$ cat src/rtl/fir_error_monitor.sv
// fir_error_monitor
//   Run-time accuracy monitor for the 5-tap shift-and-add FIR built on
//   approximate adders. Keeps an exact-arithmetic copy of the filter, compares
//   it with the filter output every clock over a WIN-sample window, and reports
//   mismatch count, summed absolute error and peak absolute error.
//
// Ports
//   clk      in   1   clock
//   rst      in   1   synchronous active-high reset
//   x        in  16   filter input sample (same cycle as the filter sees it)
//   approx   in  16   filter dataout, same cycle as x
//   start    in   1   single-cycle request to arm a window (IDLE/DONE only)
//   busy     out  1   high in RUN and DRAIN
//   done     out  1   high in DONE, results valid
//   err_cnt  out 16   samples where exact != approx
//   sum_abs  out 32   sum of |exact - approx|
//   max_abs  out 16   max of |exact - approx|
module fir_error_monitor #(
  parameter int WIN = 64
) (
  input  logic        clk,
  input  logic        rst,
  input  logic [15:0] x,
  input  logic [15:0] approx,
  input  logic        start,
  output logic        busy,
  output logic        done,
  output logic [15:0] err_cnt,
  output logic [31:0] sum_abs,
  output logic [15:0] max_abs
);

  typedef enum logic [1:0] {IDLE, RUN, DRAIN, DONE} state_t;

  localparam logic [15:0] LAST = 16'(WIN - 1);

  state_t      state;
  logic [15:0] cnt_reg;

  // Delay line mirroring the filter's own registers.
  logic [15:0] d1_reg, d2_reg, d3_reg, d4_reg;

  logic [15:0] abs_s1_reg;
  logic        mis_s1_reg;
  logic        vld_s1_reg;

  logic [15:0] exact;
  logic [16:0] diff;
  logic [16:0] neg_diff;
  logic [15:0] abs_val;

  // Exact model: logical shifts, sum wraps modulo 2^16.
  assign exact = (x >> 5) + (d1_reg >> 4) + (d2_reg >> 3) + (d3_reg >> 2) + (d4_reg >> 1);

  // 17-bit signed difference; magnitude always fits in 16 bits.
  assign diff     = {1'b0, exact} - {1'b0, approx};
  assign neg_diff = 17'd0 - diff;
  assign abs_val  = diff[16] ? neg_diff[15:0] : diff[15:0];

  always_ff @(posedge clk) begin
    if (rst) begin
      state      <= IDLE;
      cnt_reg    <= '0;
      d1_reg     <= '0;
      d2_reg     <= '0;
      d3_reg     <= '0;
      d4_reg     <= '0;
      abs_s1_reg <= '0;
      mis_s1_reg <= 1'b0;
      vld_s1_reg <= 1'b0;
      err_cnt    <= '0;
      sum_abs    <= '0;
      max_abs    <= '0;
      busy       <= 1'b0;
      done       <= 1'b0;
    end else begin
      d1_reg <= x;
      d2_reg <= d1_reg;
      d3_reg <= d2_reg;
      d4_reg <= d3_reg;

      // Stage 1: register the comparison; only RUN-cycle samples are valid.
      abs_s1_reg <= abs_val;
      mis_s1_reg <= (exact != approx);
      vld_s1_reg <= (state == RUN);

      // Stage 2: accumulate. Clears in the arm branch below take priority.
      if (vld_s1_reg) begin
        err_cnt <= err_cnt + {15'd0, mis_s1_reg};
        sum_abs <= sum_abs + {16'd0, abs_s1_reg};
        if (abs_s1_reg > max_abs) begin
          max_abs <= abs_s1_reg;
        end
      end

      case (state)
        IDLE, DONE: begin
          if (start) begin
            state      <= RUN;
            cnt_reg    <= '0;
            vld_s1_reg <= 1'b0;  // the start-cycle pair is never counted
            err_cnt    <= '0;
            sum_abs    <= '0;
            max_abs    <= '0;
            busy       <= 1'b1;
            done       <= 1'b0;
          end
        end
        RUN: begin
          cnt_reg <= cnt_reg + 16'd1;
          if (cnt_reg == LAST) begin
            state <= DRAIN;
          end
        end
        DRAIN: begin
          // Last stage-1 result lands in the accumulators on this edge.
          state <= DONE;
          busy  <= 1'b0;
          done  <= 1'b1;
        end
        default: begin
          state <= IDLE;
        end
      endcase
    end
  end

endmodule

$ cat config.mk
export PLATFORM = sky130hd
export DESIGN_NAME = fir_error_monitor
export DESIGN_NICKNAME = d
export VERILOG_FILES = /design/src/rtl/fir_error_monitor.sv
export SDC_FILE = /design/constraint.sdc
export NUM_CORES = 1
export LEC_CHECK = 0
export ABC_AREA = 0
export ABC_CLOCK_PERIOD_IN_PS = 7600
export CAP_MARGIN = 20
export CORE_MARGIN = 5
export CORE_UTILIZATION = 43
export CTS_CLUSTER_SIZE = 24
export DETAILED_ROUTE_END_ITERATION = 8
export HOLD_SLACK_MARGIN = 0.15
export MAX_ROUTING_LAYER = met4
export PLACE_DENSITY = 0.62
export SLEW_MARGIN = 15
export SYNTH_ARGS = -nofsm -noshare
export SYNTH_HDL_FRONTEND = slang
export SYNTH_SLANG_ARGS = --single-unit
$ cat constraint.sdc
create_clock -name clk -period 7.6 [get_ports clk]
set_input_delay 1.52 -clock clk [delete_from_list [all_inputs] [get_ports clk]]
set_output_delay 1.52 -clock clk [all_outputs]
set_load 0.01 [all_outputs]
==> reports/qor.yml, run 1 <==
outcome: "completed"
seq_area_um2: 3240
timing.final.setup_violations: 0
track_usage_pct: 17.1
postCtsHoldBufs: 0
grt_start_max_net_pins: 84
fin_hold_ws_ns: 0.435
synth_nets: 1249
drt_iter0_markers: 311
synth_cell_types: 63
synth_area_um2: 9490
root_buffer: "clkbuf_16"
cts.clk_slew.worst_paths_ns: 0.07
min_period_ns: 7.15
drc: 0
core_um2: 21800
first_global_vias: 7318
initial_utilization_pct: 43.6
power_leakage_nw: 5.02
ys_seq_area_share_pct: 34.2
die_height_um: 159
viasPerCell: 4.99
gr-total-overflow: 0
cts_tree: "built"
rsz0062_at_grt: "no"
finalHoldViolCount: 0
synth.area.top_cells: "dfxtp_1, ha_1, fa_1"
fin_tns_setup_ns: 0
rr_startpoint: "d1_reg[5]$_SDFF_PP0_"
antenna_cells: 0
syn_avg_cell_area_um2: 8.64
critPathMaxFanout: 3
dieWidth_um: 159
multiInputGateArea_um2: 5570
hp-class: "flop to flop"
design.portCount: 101
drtAntennaViolNets: 0
num_rows: 54
dp_cells: 1480
ys.flop_type: "dfxtp_1"
setup_ws_ns: 0.446
synth_edf_count: 0
clk_latency_ns: 0.43
synth_top_cell_by_area: "dfxtp_1"
cts.sinks: 162
postCtsResizedCells: 0
antenna_found_initial: 0
min_path_cells: 1
worstHoldStart: "d1_reg[3]$_SDFF_PP0_"
yosys_warnings: 0
wirelength_um: 20200
cp.required_ns: 7.92
cts_buffers: 17
routedWlPerCell_um: 13.3
hold-path-endpoint: "d2_reg[3]$_SDFF_PP0_"
max_freq_mhz: 140
htree_levels: 4
dieArea_um2: 25100
grt_pass1_wl_um: 34100
tightest_slew_ns: 1.00
fin_crit_sh_pct: 94.1
cap_violations: 0
setup.worst_path.class: "input port to flop"
vias: 7545
largest_register: "sum_abs"
p_per_area_nw_per_um2: 279
hpwl_um: 15300
postCtsSetupBuffers: 0
vdd_drop_max_mv: 0.160
dp_slack_ns: -0.0258
clock_skew_ns: 0.0129
synthToLayoutAreaGrowth_pct: 21.5
relSlewSlack_pct: 33.3
final_cell_mix: "dfxtp_1, inv_1, nor2_1, clkdlybuf4s50_1, ha_1"
synth_top_area_share_pct: 34.2
nets: 1369
arrival_ns: 7.47
ys_ff_latch: 162
slew_viol_final: 0
synth_cells: 1099
largest_register_ffs: 32
stdcell_count: 1512
synth-async-reset-ratio_pct: 0
cp-start-kind: "input port"
utilization_pct: 53.0
crit_path_end_kind: "flop"
place_congestion: 0.818
n_fill_cell: 2040
firstDrtPassIters: 4
reg2reg_setup_slack_ns: 1.74
worst_r2r_path_depth: 23
port_buffers: 99
final_common_cell: "dfxtp_1"
clockBufferDepth: 2
final_layout_size_suffix_gt1_share_pct: 6.49
timing.rr.end: "abs_s1_reg[14]$_SDFF_PP0_"
## routing by layer
| metal | routed length (um) | share of wire (%) | up-vias | track usage (%) |
|---|---|---|---|---|
| li1 | - | - | 3938 | - |
| met1 | 9520 | 47 | 3478 | 21.3 |
| met2 | 9690 | 48 | 110 | 28.9 |
| met3 | 715 | 3.5 | 19 | 3.15 |
| met4 | 226 | 1.1 | 0 | 4.14 |
| met5 | 0 | 0 | - | - |
## worst max path at each step
| stage | startpoint | end | slack [ns] | cells past startpoint |
|---|---|---|---|---|
| after detailed placement | x[6] | abs_s1_reg[14]$_SDFF_PP0_ | -0.03 | 24 |
| after global placement | x[6] | abs_s1_reg[14]$_SDFF_PP0_ | -0.02 | 24 |
| after CTS | x[6] | abs_s1_reg[14]$_SDFF_PP0_ | 0.42 | 24 |
| after global routing | x[7] | abs_s1_reg[14]$_SDFF_PP0_ | 0.04 | 25 |
| after floorplan | x[7] | abs_s1_reg[14]$_SDFF_PP0_ | 0.61 | 25 |
| final | x[6] | abs_s1_reg[14]$_SDFF_PP0_ | 0.45 | 24 |
## stage by stage
stage               total power, mW  instance area, um2
floorplan                      1.96                9490
CTS                            3.24               11500
global placement               2.37               11000
detailed placement             2.39               11000
finish                         3.21               11500
global route                   3.46               11500
## kinds of logic (layout without fill, tap and decap cells)
group / after synthesis / after routing / synth area share (%)
AND/OR/NAND/NOR: 345 / 345 / 17.9
AO/OA/AOI/OAI: 201 / 201 / 13.6
buffers and inverters: 182 / 315 / 7.21
flip-flops: 162 / 162 / 34.2
adder cells (fa/ha/maj): 115 / 115 / 18.2
XOR/XNOR: 80 / 80 / 7.46
multiplexers: 14 / 14 / 1.49
## cells in the mapped netlist, types with 6 or more instances
cell type,count
a211oi_1,7
a21o_1,20
a21oi_1,60
a31oi_1,8
and2_1,8
and3_1,13
buf_1,6
clkbuf_1,23
dfxtp_1,162
fa_1,38
ha_1,77
inv_1,152
mux2i_1,13
nand2_1,40
nand2b_1,11
nand3_1,42
nand4_1,17
nor2_1,126
nor2b_1,40
nor3_1,16
o21ai_0,52
or3_1,8
xnor2_1,31
xor2_1,48
## cell type report
class	count	share of cell area [%]
clock buffers	18	3.72
flip-flops and latches	162	28.1
repair buffers	131	10.6
inverters	152	4.95
clock inverters	14	1.20
multi-input cells	755	48.3
well taps	280	3.04
## report_power, final
| part | total (mW) | leakage [nW] | switching [mW] | internal [mW] |
|---|---|---|---|---|
| clock | 0.839 | 0.274 | 0.403 | 0.436 |
| combinational | 1.39 | 3.43 | 0.765 | 0.621 |
| sequential | 0.990 | 1.32 | 0.0695 | 0.920 |
| total | 3.21 | 5.02 | 1.24 | 1.98 |
## critical path, cell delays in order
cell and delay [ns]:
clkdlybuf4s50_1 0.45, inv_1 0.07, fa_1 0.57, fa_1 0.46
fa_1 0.52, inv_1 0.04, ha_1 0.21, fa_1 0.39
a21o_1 0.19, a21oi_1 0.18, o21bai_1 0.11, a31oi_1 0.22
inv_1 0.06, a21oi_1 0.17, xnor2_1 0.09, ha_1 0.32
nand3_1 0.09, buf_4 0.15, a2111o_1 0.36, nand3b_1 0.11
xor2_1 0.08, or4_1 0.48, o31ai_1 0.28, mux2_1 0.35
Note: power is estimated with default switching activity, not from simulation.
==> run 2, diff against run 1 <==
- CELL_PAD_IN_SITES_DETAIL_PLACEMENT: default -> 0
- CELL_PAD_IN_SITES_GLOBAL_PLACEMENT: default -> 1
- GPL_ROUTABILITY_DRIVEN: default -> 0
- PLACE_DENSITY: 0.62 -> 0.79
==> reports/qor.yml, run 2 (synthesis results as in run 1) <==
drtAntennaViolNets: 0
cp-start-kind: "input port"
final_cell_mix: "dfxtp_1, inv_1, nor2_1, clkdlybuf4s50_1, ha_1"
clock_skew_ns: 0.0142
nets: 1376
postCtsHoldBufs: 0
combPwrFrac_pct: 42.9
slew_viol_final: 0
cts.sinks: 162
design.portCount: 101
largest_register_ffs: 32
cap_violations: 0
crit_slowest_cell: "fa_1"
setup.worst_path.class: "input port to flop"
tightest_slew_ns: 1.03
first_global_vias: 7328
finalHoldViolCount: 0
cts_tree: "built"
power_leakage_nw: 5.08
firstDrtPassIters: 4
min_period_ns: 7.20
rsz0062_at_grt: "no"
final_common_cell: "dfxtp_1"
clk_latency_ns: 0.42
seqPwrFrac_pct: 30.3
largest_register: "sum_abs"
cts_buffers: 17
power_switching_mw: 1.22
path_cells: "clkdlybuf4s50_1, inv_1, fa_1, fa_1, fa_1, inv_1, ha_1, fa_1, a21o_1, a21oi_2, o21bai_1, a31oi_1, inv_1, a21oi_2, xnor2_1, ha_1, buf_4, a21o_1, or3_1, a2111o_1, or4_1, o31ai_2, mux2i_1"
grt_pass1_wl_um: 34100
fin_crit_sh_pct: 94.7
drt_iter0_markers: 321
slowest_delay_ns: 0.57
drc: 0
postCtsSetupBuffers: 0
viasPerCell: 4.94
p_per_area_nw_per_um2: 281
gr-total-overflow: 0
cp.required_ns: 7.95
dieWidth_um: 159
grt_start_max_net_pins: 84
switching_share_pct: 37.3
power.share.clock_pct: 26.8
routedWlPerCell_um: 13.3
max_freq_mhz: 139
n_fill_cell: 2035
stdcell_count: 1519
htree_levels: 4
dp_cells: 1486
port_buffers: 99
vias: 7502
cts.clk_slew.worst_paths_ns: 0.07
hpwl_um: 15300
min_path_cells: 1
crit_path_end_kind: "flop"
internal_power_mw: 2.05
final_layout_size_suffix_gt1_share_pct: 7.51
root_buffer: "clkbuf_16"
num_rows: 54
critPathMaxFanout: 6
synthToLayoutAreaGrowth_pct: 22.6
die_height_um: 159
fin_tns_setup_ns: 0
core_um2: 21800
wirelength_um: 20100
track_usage_pct: 17.0
vdd_drop_max_mv: 0.155
outcome: "completed"
worst_r2r_path_depth: 22
antenna_cells: 0
clockBufferDepth: 2
antenna_found_initial: 0
cpMostUsedCell: "fa_1"
initial_utilization_pct: 43.6
arrival_ns: 7.55
timing.final.setup_violations: 0
dieArea_um2: 25100
hp-class: "flop to flop"
relSlewSlack_pct: 31.2
## run 2: area by class of cell
cell class / count / area [um2] / share of cell area, %
Inverter: 152 / 571 / 4.90
Clock inverter: 15 / 174 / 1.49
Tap cell: 280 / 350 / 3.01
Clock buffer: 17 / 425 / 3.66
Multi-Input combinational cell: 755 / 5590 / 48.1
Sequential cell: 162 / 3240 / 27.9
Timing Repair Buffer: 138 / 1280 / 11.0
## run 2: power by group through the flow
| stage | Clock [mW] | Sequential (mW) | Combinational, mW |
|---|---|---|---|
| global placement | 0 | 1.01 | 1.38 |
| detailed placement | 0 | 1.01 | 1.40 |
| finish | 0.876 | 0.992 | 1.41 |
| floorplan | 0 | 0.988 | 0.975 |
| global route | 0.934 | 1.00 | 1.60 |
| CTS | 0.900 | 0.993 | 1.41 |
## run 2: critical path, delay by kind of cell
family | cells | cell delay, ns
AOI/OAI and AO/OA | 8 | 1.68
muxes | 1 | 0.21
buffers and inverters | 5 | 0.78
and+or+nand+nor | 2 | 0.76
adders and majority gates | 6 | 2.43
xor gates and xnor gates | 1 | 0.16
## run 2: per-layer routing
layer | share of wire [%] | up-vias | GRT usage (%)
met5 | 0 | - | -
met2 | 47 | 105 | 28.1
li1 | - | 3930 | -
met1 | 48 | 3448 | 21.6
met3 | 3.2 | 19 | 2.75
met4 | 1.5 | 0 | 4.67
## run 2: metrics by stage
| stage | power [mW] | hold WS [ns] | cell area (um2) | util [%] | worst slack, ns |
|---|---|---|---|---|---|
| final | 3.27 | 0.437 | 11600 | 53.5 | 0.403 |
| after global routing | 3.54 | 0.462 | 11600 | 53.5 | 0.0146 |
| after CTS | 3.30 | 0.440 | 11600 | 53.3 | 0.310 |
| after detailed placement | 2.41 | 0.425 | 11000 | 50.6 | -0.115 |
| after global placement | 2.39 | 0.416 | 11000 | 50.6 | -0.0752 |
| after floorplan | 1.96 | 0.414 | 9490 | - | 0.609 |
## run 2: repair_timing
action,4_1_cts,5_1_grt
endpoints found under the setup margin,0,2
hold endpoints to repair,0,0
resized for setup,0,6
## run 2: worst paths after layout
path	from	endpoint	slack [ns]
worst max register to register	d1_reg[5]$_SDFF_PP0_	abs_s1_reg[15]$_SDFF_PP0_	1.69
worst max-delay path	x[6]	abs_s1_reg[15]$_SDFF_PP0_	0.40
worst min-delay path	d1_reg[2]$_SDFF_PP0_	d2_reg[2]$_SDFF_PP0_	0.44
worst min register to register	d1_reg[2]$_SDFF_PP0_	d2_reg[2]$_SDFF_PP0_	0.44
